===== config.mk =====
export PLATFORM = sky130hd
export DESIGN_NAME = latch_xing_arbiter_flat
export DESIGN_NICKNAME = d
export VERILOG_FILES = /design/src/rtl/latch_xing_arbiter_if.sv /design/src/rtl/latch_xing_arbiter.sv /design/src/flat_wrapper.sv
export SDC_FILE = /design/constraint.sdc
export NUM_CORES = 1
export LEC_CHECK = 0
export ABC_CLOCK_PERIOD_IN_PS = 1800
export CAP_MARGIN = 0
export CELL_PAD_IN_SITES_DETAIL_PLACEMENT = 0
export CELL_PAD_IN_SITES_GLOBAL_PLACEMENT = 2
export CORE_MARGIN = 2
export CORE_UTILIZATION = 14
export DETAILED_ROUTE_END_ITERATION = 16
export PLACE_DENSITY_LB_ADDON = 0.25
export SYNTH_ARGS = -nofsm -noshare
export SYNTH_HDL_FRONTEND = slang
export SYNTH_SLANG_ARGS = --single-unit

===== constraint.sdc =====
create_clock -name SCLK -period 1.8 [get_ports SCLK]
set_input_delay 0.36 -clock SCLK [delete_from_list [all_inputs] [get_ports SCLK]]
set_output_delay 0.36 -clock SCLK [all_outputs]
set_load 0.03 [all_outputs]

===== src/rtl/latch_xing_arbiter_if.sv =====
// Requester, crossing-register and status bundle for latch_xing_arbiter.
interface latch_xing_arbiter_if #(
   parameter int unsigned width = 32,
   parameter int unsigned nreq  = 4
);
   localparam int unsigned id_w = $clog2(nreq);

   logic [nreq-1:0]       REQ;
   logic [nreq*width-1:0] REQ_DATA;
   logic [nreq-1:0]       GNT;
   logic                  XEN;
   logic [width-1:0]      XD;
   logic                  XTAG;
   logic                  DACK_TOG;
   logic                  ERR_CLR;
   logic                  BUSY;
   logic [id_w-1:0]       CUR_ID;
   logic                  TIMEOUT_ERR;

   // Requesters and destination side
   modport master (
      output REQ, REQ_DATA, DACK_TOG, ERR_CLR,
      input  GNT, XEN, XD, XTAG, BUSY, CUR_ID, TIMEOUT_ERR
   );

   // Arbiter side
   modport slave (
      input  REQ, REQ_DATA, DACK_TOG, ERR_CLR,
      output GNT, XEN, XD, XTAG, BUSY, CUR_ID, TIMEOUT_ERR
   );
endinterface


===== src/rtl/latch_xing_arbiter.sv =====
// Round-robin arbiter sharing one flop-plus-latch crossing register among
// nreq requesters; holds each load, then waits for the toggle ack echoed
// from the destination domain, with a timeout for a dead destination.
module latch_xing_arbiter #(
   parameter int unsigned width       = 32,
   parameter int unsigned nreq        = 4,
   parameter int unsigned sync_stages = 2,
   parameter int unsigned hold_cycles = 4,
   parameter int unsigned timeout     = 255
) (
   input  logic SCLK,
   input  logic SRST,
   latch_xing_arbiter_if.slave bus
);
   localparam int unsigned id_w   = $clog2(nreq);
   localparam int unsigned hold_w = $clog2(hold_cycles + 1);
   localparam int unsigned to_w   = $clog2(timeout + 1);

   typedef enum logic [1:0] {IDLE, HOLD, WAIT_ACK} state_t;

   state_t               state_q, state_d;
   logic                 tag_q, tag_d;
   logic [id_w-1:0]      ptr_q, ptr_d;
   logic [id_w-1:0]      cur_id_q, cur_id_d;
   logic [hold_w-1:0]    hold_q, hold_d;
   logic [to_w-1:0]      to_q, to_d;
   logic                 err_q, err_d;
   logic                 busy_q;
   logic [sync_stages-1:0] sync_q;
   logic                 ack_sync;

   logic [width-1:0]     lane [nreq];
   logic                 any_req;
   logic [id_w-1:0]      win;
   int unsigned          idx;
   logic                 load_c;
   logic [nreq-1:0]      gnt_c;
   logic [width-1:0]     xd_c;

   // Ack toggle synchronizer into SCLK
   always_ff @(posedge SCLK) begin
      if (SRST) sync_q <= '0;
      else      sync_q <= {sync_q[sync_stages-2:0], bus.DACK_TOG};
   end
   assign ack_sync = sync_q[sync_stages-1];

   // Split the flat payload bus into per-requester lanes
   always_comb begin
      for (int i = 0; i < int'(nreq); i++) lane[i] = bus.REQ_DATA[i*int'(width) +: width];
   end

   // Round-robin search starting at the pointer, wrapping around
   always_comb begin
      any_req = 1'b0;
      win     = '0;
      idx     = 0;
      for (int unsigned i = 0; i < nreq; i++) begin
         idx = (32'(ptr_q) + i) % nreq;
         if (!any_req && bus.REQ[id_w'(idx)]) begin
            any_req = 1'b1;
            win     = id_w'(idx);
         end
      end
   end

   // Next-state and load outputs; a load is suppressed while SRST is high
   always_comb begin
      state_d  = state_q;
      tag_d    = tag_q;
      ptr_d    = ptr_q;
      cur_id_d = cur_id_q;
      hold_d   = hold_q;
      to_d     = to_q;
      err_d    = err_q;
      load_c   = 1'b0;
      gnt_c    = '0;
      xd_c     = '0;

      if (bus.ERR_CLR) err_d = 1'b0;

      case (state_q)
         IDLE: begin
            if (any_req && !SRST) begin
               load_c     = 1'b1;
               gnt_c[win] = 1'b1;
               xd_c       = lane[win];
               tag_d      = ~tag_q;
               cur_id_d   = win;
               ptr_d      = (win == id_w'(nreq - 1)) ? '0 : win + id_w'(1);
               hold_d     = '0;
               state_d    = HOLD;
            end
         end
         HOLD: begin
            if (hold_q == hold_w'(hold_cycles - 1)) begin
               to_d    = '0;
               state_d = WAIT_ACK;
            end else begin
               hold_d = hold_q + hold_w'(1);
            end
         end
         WAIT_ACK: begin
            if (ack_sync == tag_q) begin
               state_d = IDLE;
            end else if (to_q == to_w'(timeout - 1)) begin
               err_d   = 1'b1;
               tag_d   = ack_sync;
               state_d = IDLE;
            end else begin
               to_d = to_q + to_w'(1);
            end
         end
         default: state_d = IDLE;
      endcase
   end

   // State and status registers
   always_ff @(posedge SCLK) begin
      if (SRST) begin
         state_q  <= IDLE;
         tag_q    <= 1'b0;
         ptr_q    <= '0;
         cur_id_q <= '0;
         hold_q   <= '0;
         to_q     <= '0;
         err_q    <= 1'b0;
         busy_q   <= 1'b0;
      end else begin
         state_q  <= state_d;
         tag_q    <= tag_d;
         ptr_q    <= ptr_d;
         cur_id_q <= cur_id_d;
         hold_q   <= hold_d;
         to_q     <= to_d;
         err_q    <= err_d;
         busy_q   <= (state_d != IDLE);
      end
   end

   assign bus.GNT         = gnt_c;
   assign bus.XEN         = load_c;
   assign bus.XD          = xd_c;
   assign bus.XTAG        = tag_q ^ load_c;
   assign bus.BUSY        = busy_q;
   assign bus.CUR_ID      = cur_id_q;
   assign bus.TIMEOUT_ERR = err_q;
endmodule


===== src/flat_wrapper.sv =====
// flat-port wrapper written by rule: the top's interface ports become plain ports
module latch_xing_arbiter_flat 
#(
   parameter int unsigned width       = 32,
   parameter int unsigned nreq        = 4,
   parameter int unsigned sync_stages = 2,
   parameter int unsigned hold_cycles = 4,
   parameter int unsigned timeout     = 255
)
  (SCLK, SRST, bus_REQ, bus_REQ_DATA, bus_DACK_TOG, bus_ERR_CLR, bus_GNT, bus_XEN, bus_XD, bus_XTAG, bus_BUSY, bus_CUR_ID, bus_TIMEOUT_ERR);
  latch_xing_arbiter_if #(.width(width), .nreq(nreq)) bus_i ();
  input  logic SCLK;
  input  logic SRST;
  input wire logic [$bits(bus_i.REQ)-1:0] bus_REQ;
  input wire logic [$bits(bus_i.REQ_DATA)-1:0] bus_REQ_DATA;
  input wire logic [$bits(bus_i.DACK_TOG)-1:0] bus_DACK_TOG;
  input wire logic [$bits(bus_i.ERR_CLR)-1:0] bus_ERR_CLR;
  output wire logic [$bits(bus_i.GNT)-1:0] bus_GNT;
  output wire logic [$bits(bus_i.XEN)-1:0] bus_XEN;
  output wire logic [$bits(bus_i.XD)-1:0] bus_XD;
  output wire logic [$bits(bus_i.XTAG)-1:0] bus_XTAG;
  output wire logic [$bits(bus_i.BUSY)-1:0] bus_BUSY;
  output wire logic [$bits(bus_i.CUR_ID)-1:0] bus_CUR_ID;
  output wire logic [$bits(bus_i.TIMEOUT_ERR)-1:0] bus_TIMEOUT_ERR;
  assign bus_i.REQ = bus_REQ;
  assign bus_i.REQ_DATA = bus_REQ_DATA;
  assign bus_i.DACK_TOG = bus_DACK_TOG;
  assign bus_i.ERR_CLR = bus_ERR_CLR;
  assign bus_GNT = bus_i.GNT;
  assign bus_XEN = bus_i.XEN;
  assign bus_XD = bus_i.XD;
  assign bus_XTAG = bus_i.XTAG;
  assign bus_BUSY = bus_i.BUSY;
  assign bus_CUR_ID = bus_i.CUR_ID;
  assign bus_TIMEOUT_ERR = bus_i.TIMEOUT_ERR;
  latch_xing_arbiter #(.width(width), .nreq(nreq), .sync_stages(sync_stages), .hold_cycles(hold_cycles), .timeout(timeout)) u_core (.SCLK(SCLK), .SRST(SRST), .bus(bus_i));
endmodule

==> impl_metrics.toml <==
[floorplanning]
placementRows = 44
core-area_sq_um = 14500
dieWidth_um = 126
die_y_um = 126
pin_count = 178
fp.dieArea_sq_um = 15800
start_util = 0.143

[grt]
grt_max_degree = 18
grt_first_pass_wirelength_mm = 17.8
antenna_found_initial = 1
met1_usage = 0.175
grt_pass1_vias = 3055
met2_usage = 0.253
gr-total-overflow = 0
busiest_layer = "met2"
use_met3 = 0.0378
grt_util_all_layers = 0.142

[critical_path]
cp-start-kind = "flop"
r2r-end = "u_core.ptr_q[0]"
critPathCaptureType = "output port"
crit_path_max_fanout = 7
ff2ff_path_depth = 10
r2r-start = "u_core.ptr_q[1]"
cp_data_arrival_time_ns = 2.10
worstSetupPathType = "flop to output port"
cp.required_ns = 1.44
reg2reg_slack_ns = -0.20

[finish]
fin_nets = 625
layout-drive-gt1-share = 0.488
fillCellCount = 1343
area_delta_synth_final_pct = 207
diodes = 0
utilization = 0.440

[logic_synthesis]
netlist.area_leader.share = 0.314
synth_cell_type_count = 37
ys_ff_latch = 22
synth_area_sq_um = 2070
synth.most_common_cell = "mux2i_1"
synth_edf_count = 0
ys_seq_area_frac = 0.212
avgSynthCellArea_sq_um = 8.26
synth_nets = 395
ys_top_cells_by_area = "mux2i_1 (31%), dfxtp_1 (21%), o22ai_1 (10%)"
yosysTopAreaCell = "mux2i_1"
ys_top_cells_by_count = "mux2i_1 (65), o22ai_1 (33), dfxtp_1 (22)"
yosys_most_used_dff = "dfxtp_1"
async_flop_share = 0
syn_inst = 251
yosysWarnings = 0

[drt]
drt_iter0_markers = 66
wl_per_cell_um = 17.2
drt_first_pass_iters = 4
vias_per_cell = 4.35
wl_mm = 11.4
ant_nets = 0
drc = 0
vias = 2887

[power_and_ir_drop]
vdd_drop_max_mv = 0.313
clkPwrFrac = 0.155
p_leak_nw = 2.19
p_per_area_nw_per_um2 = 538
p_total_mw = 3.43
p_int_mw = 2.23
p_sw_mw = 1.20
pwr-share-seq = 0.152
combPwrFrac = 0.693
switching_share = 0.350

[timing]
max_freq_mhz = 406
slew_headroom = 0.723
worstMarginPinSlew_ns = 0.410
slew_violations = 0
rsz0062_at_grt = "true"
finalSetupViolations = 37
finalCritPeriodShare = 1.37
fin_crit_ns = 2.46
hold_viol = 0
setup_ws_ns = -0.662
worst_clock_skew_ns = 0.00296

[clock_tree]
cts_buffer_depth = 2
numCtsBuffers = 3
cts_hold_buf = 0
clock_sinks = 22
cts_tree = "built"
clk_latency_ns = 0.26
clk_pin_slew_worst_paths_ns = 0.06
cts-root-buf = "clkbuf_16"
htree_num_levels = 1

[place]
post-dp-hpwl_mm = 8.44
place.gp.congestion = 0.753
port_buffers = 177

[worst_hold_path]
min-delay-start = "u_core.bus.CUR_ID[1]"
whs_endpoint = "u_core.bus.CUR_ID[1]"
min_path_type = "flop to flop"
hold_path_depth = 2

[run_status]
run_status = "finished with violations"
failed_checks = "setup timing"

[flow_run]
cap_violations = 0
through the flow:
stage	TNS, ns	std cells	hold slack [ns]	worst slack [ns]	instance area [sq um]
3_3_place_gp	-44.01	630	0.447	-1.17	4890
3_5_place_dp	-44.24	630	0.451	-1.18	4890
6_report	-22.25	664	0.456	-0.662	6370
5_1_grt	-25.43	664	0.479	-0.750	6370
2_1_floorplan	-5.95	251	0.414	-0.178	2720
4_1_cts	-23.05	658	0.460	-0.673	6130
critical path: stages, from the launching register on:
cell	delay, ns
dfxtp_4	0.38
mux2i_1	0.19
nor2_1	0.08
nor3_4	0.15
buf_12	0.15
buf_16	0.15
buf_4	0.13
buf_12	0.11
mux2i_4	0.23
o22ai_4	0.10
buf_12	0.15
power groups by stage:
stage | registers, mW | logic, mW | clock network (mW)
CTS | 0.520 | 2.31 | 0.554
global placement | 0.530 | 1.62 | 0
detailed placement | 0.530 | 1.63 | 0
global route | 0.524 | 2.49 | 0.571
finish | 0.522 | 2.38 | 0.531
floorplan | 0.536 | 0.947 | 0
worst max-delay path by stage:
stage                          from    endpoint  slack, ns  cells past startpoint
floorplan           u_core.ptr_q[1]  bus_XD[14]      -0.18                      7
global placement         bus_REQ[2]  bus_XD[31]      -1.17                     11
detailed placement       bus_REQ[0]  bus_XD[10]      -1.18                      8
CTS                 u_core.ptr_q[1]   bus_XD[3]      -0.67                     10
global route        u_core.ptr_q[1]   bus_XD[3]      -0.75                     10
finish              u_core.ptr_q[1]  bus_XD[16]      -0.66                     10
layout by cell type, fill, tap and decap left out, types with 2 or more instances in the layout:
cell and n:
nand2_1 13, clkbuf_16 6, clkdlybuf4s50_1 134, buf_16 10, a21oi_1 17, nand3_1 6, nor2_1 6, and2_4 4
mux2i_2 10, or3_1 8, nor2b_1 2, ha_1 5, inv_1 6, buf_12 20, buf_4 32, nor3_1 2
nand2_8 2, nor2_4 3, o31ai_1 2, a21oi_2 4, or4_1 2, mux2i_1 7, mux2i_4 48, buf_8 2
nand2b_1 3, o22ai_4 31, o21ai_0 4, dfxtp_1 21, ha_2 2, o22ai_2 2, buf_6 40
timing repair:
action / CTS / global route
cloned: 8 / 3
resized for setup: 211 / 34
setup endpoints to repair: 43 / 48
pin swaps: 14 / 11
buffers inserted: 19 / 6
logic make-up (layout without fill, tap and decap cells):
logic type	count (synthesis)	after routing	share of synthesized area
multiplexers	65	65	0.314
buffers and inverters	27	256	0.0640
AO/OA/AOI/OAI	66	66	0.193
adder cells (fa/ha/maj)	8	8	0.0483
flip-flops	22	22	0.212
AND/OR/NAND/NOR	61	61	0.161
XOR/XNOR	2	2	0.00845
state kept, by name, indices dropped and copies added, names as in the netlist:
| signal | cells |
|---|---|
| u_core.to_q | 8 |
| u_core.sync_q | 2 |
| u_core.ptr_q | 2 |
| u_core.bus.TIMEOUT_ERR | 1 |
| u_core.bus.CUR_ID | 2 |
| u_core.tag_q | 1 |
| u_core.state_q | 2 |
| u_core.hold_q | 3 |
| u_core.bus.BUSY | 1 |
cell type report:
type,count,area (sq um),area share
multi-input cells,202,2740,0.430
repair buffers,243,2830,0.444
well taps,184,230,0.0362
flip-flops and latches,22,444,0.0698
clock buffers,4,88.8,0.0140
inverters,9,41.3,0.00648
per-layer routing:
layer | part of all wire | up-vias
met3 | 0.081 | 7
met2 | 0.50 | 113
met5 | 0.00097 | -
met4 | 0.0069 | 2
li1 | - | 1408
met1 | 0.41 | 1357
No activity file was read; power rests on OpenSTA's default activity.
==> edit, RTL diff (config.mk and constraints unchanged) <==
Re-encode `state_t` (3 states) as one-hot, 3 bits wide.
--- a/src/rtl/latch_xing_arbiter.sv
+++ b/src/rtl/latch_xing_arbiter.sv
@@ -18,3 +18,3 @@
 
-   typedef enum logic [1:0] {IDLE, HOLD, WAIT_ACK} state_t;
+   typedef enum logic [2:0] {IDLE = 3'b001, HOLD = 3'b010, WAIT_ACK = 3'b100} state_t;
 
Formal check against the unedited RTL: no difference found for any inputs over 4 cycles, from zero or initial values and one cycle with SRST high; so few cycles prove little.
==> edit against the unedited design <==
- routed wire length is 3.5% higher
- sequential cell count up 1
- highest routed layer is now met4
- critical path depth shrank 2
- setup slack better by 0.10 ns
- critical endpoint is now bus_XD[0]
- synthesized cell count grew 2.4%
- total power grew 61%
- synthesized area up 6.2%
- final area up 5.8%
- clock power is 9.2% lower
- the flow still finishes with violations (negative setup slack)
==> edit: results (changes against the unedited design) <==
| Metric | Value |
|---|---|
| Status | finished, violations left (unchanged) |
| Failing checks | negative setup slack (unchanged) |
| Worst vdd ir | 0.406 mV (was 0.313 mV) |
| Met2 global-route usage | 0.252 (was 0.253) |
| Met3 Usage GRT | 0.0293 (was 0.0378) |
| Largest net degree at the start of global routing | 20 (was 18) |
| Adder-cell share of the synthesized area | 0.0455 (was 0.0483) |
| Clk power | 0.000482 W (was 0.000531 W) |
| Hold endpoint | u_core.sync_q[1] (was u_core.bus.CUR_ID[1]) |
| Register area share after synthesis | 0.209 (was 0.212) |
| Critical Path AT | 2.00 ns (was 2.10 ns) |
| GR Layer Usage met1 | 0.150 (was 0.175) |
| Setup_tns | -19.16 ns (was -22.25 ns) |
| Leak | 2.33 nW (was 2.19 nW) |
| Gate count after technology mapping | 257 (was 251) |
| Unique masters post-synth | 44 (was 37) |
| Clock share of power | 0.087 (was 0.155) |
| Slew margin rel. | 0.808 (was 0.723) |
| Final wirelength | 11.8 mm (was 11.4 mm) |
| Share of cells above drive strength 1 | 0.508 (was 0.488) |
| Cells on Worst Hold Path | 1 (was 2) |
| Placed cells | 675 (was 630) |
| Final WS setup | -0.559 ns (was -0.662 ns) |
| Clk_skew | 0.00245 ns (was 0.00296 ns) |
| Sequential Power Share | 0.104 (was 0.152) |
| Final setup viols | 38 (was 37) |
[edit: worst max-delay path by stage]
stage                            end  slack [ns]  cells past startpoint
after floorplan           bus_XD[10]       -0.16                      6
after global placement     bus_XD[6]       -0.83                      9
after detailed placement  bus_XD[11]       -0.94                      9
after CTS                 bus_XD[30]       -0.64                      9
after global routing       bus_XD[0]       -0.63                      8
final                      bus_XD[0]       -0.56                      8
[edit: area by class of cell]
cell class | instances | area [um2]
multi-input combinational | 209 | 3040
clock buffer | 4 | 78.8
fill | 1369 | 8520
timing repair buffer | 251 | 2850
inverter | 7 | 36.3
sequential | 23 | 465
tap | 211 | 264
[edit: timing repair]
item / 4_1_cts / 5_1_grt
setup buffers: 10 / 12
hold buffers: 0 / 0
gates cloned: 7 / 3
setup endpoints to repair: 49 / 51
endpoints found under the hold margin: 0 / 0
resized for setup: 185 / 43
pin swaps: 25 / 25
[edit: per-layer routing]
layer	vias up	part of all wire
met1	1377	0.38
li1	1441	-
met3	4	0.088
met4	0	0.0039
met2	103	0.53
met5	-	0
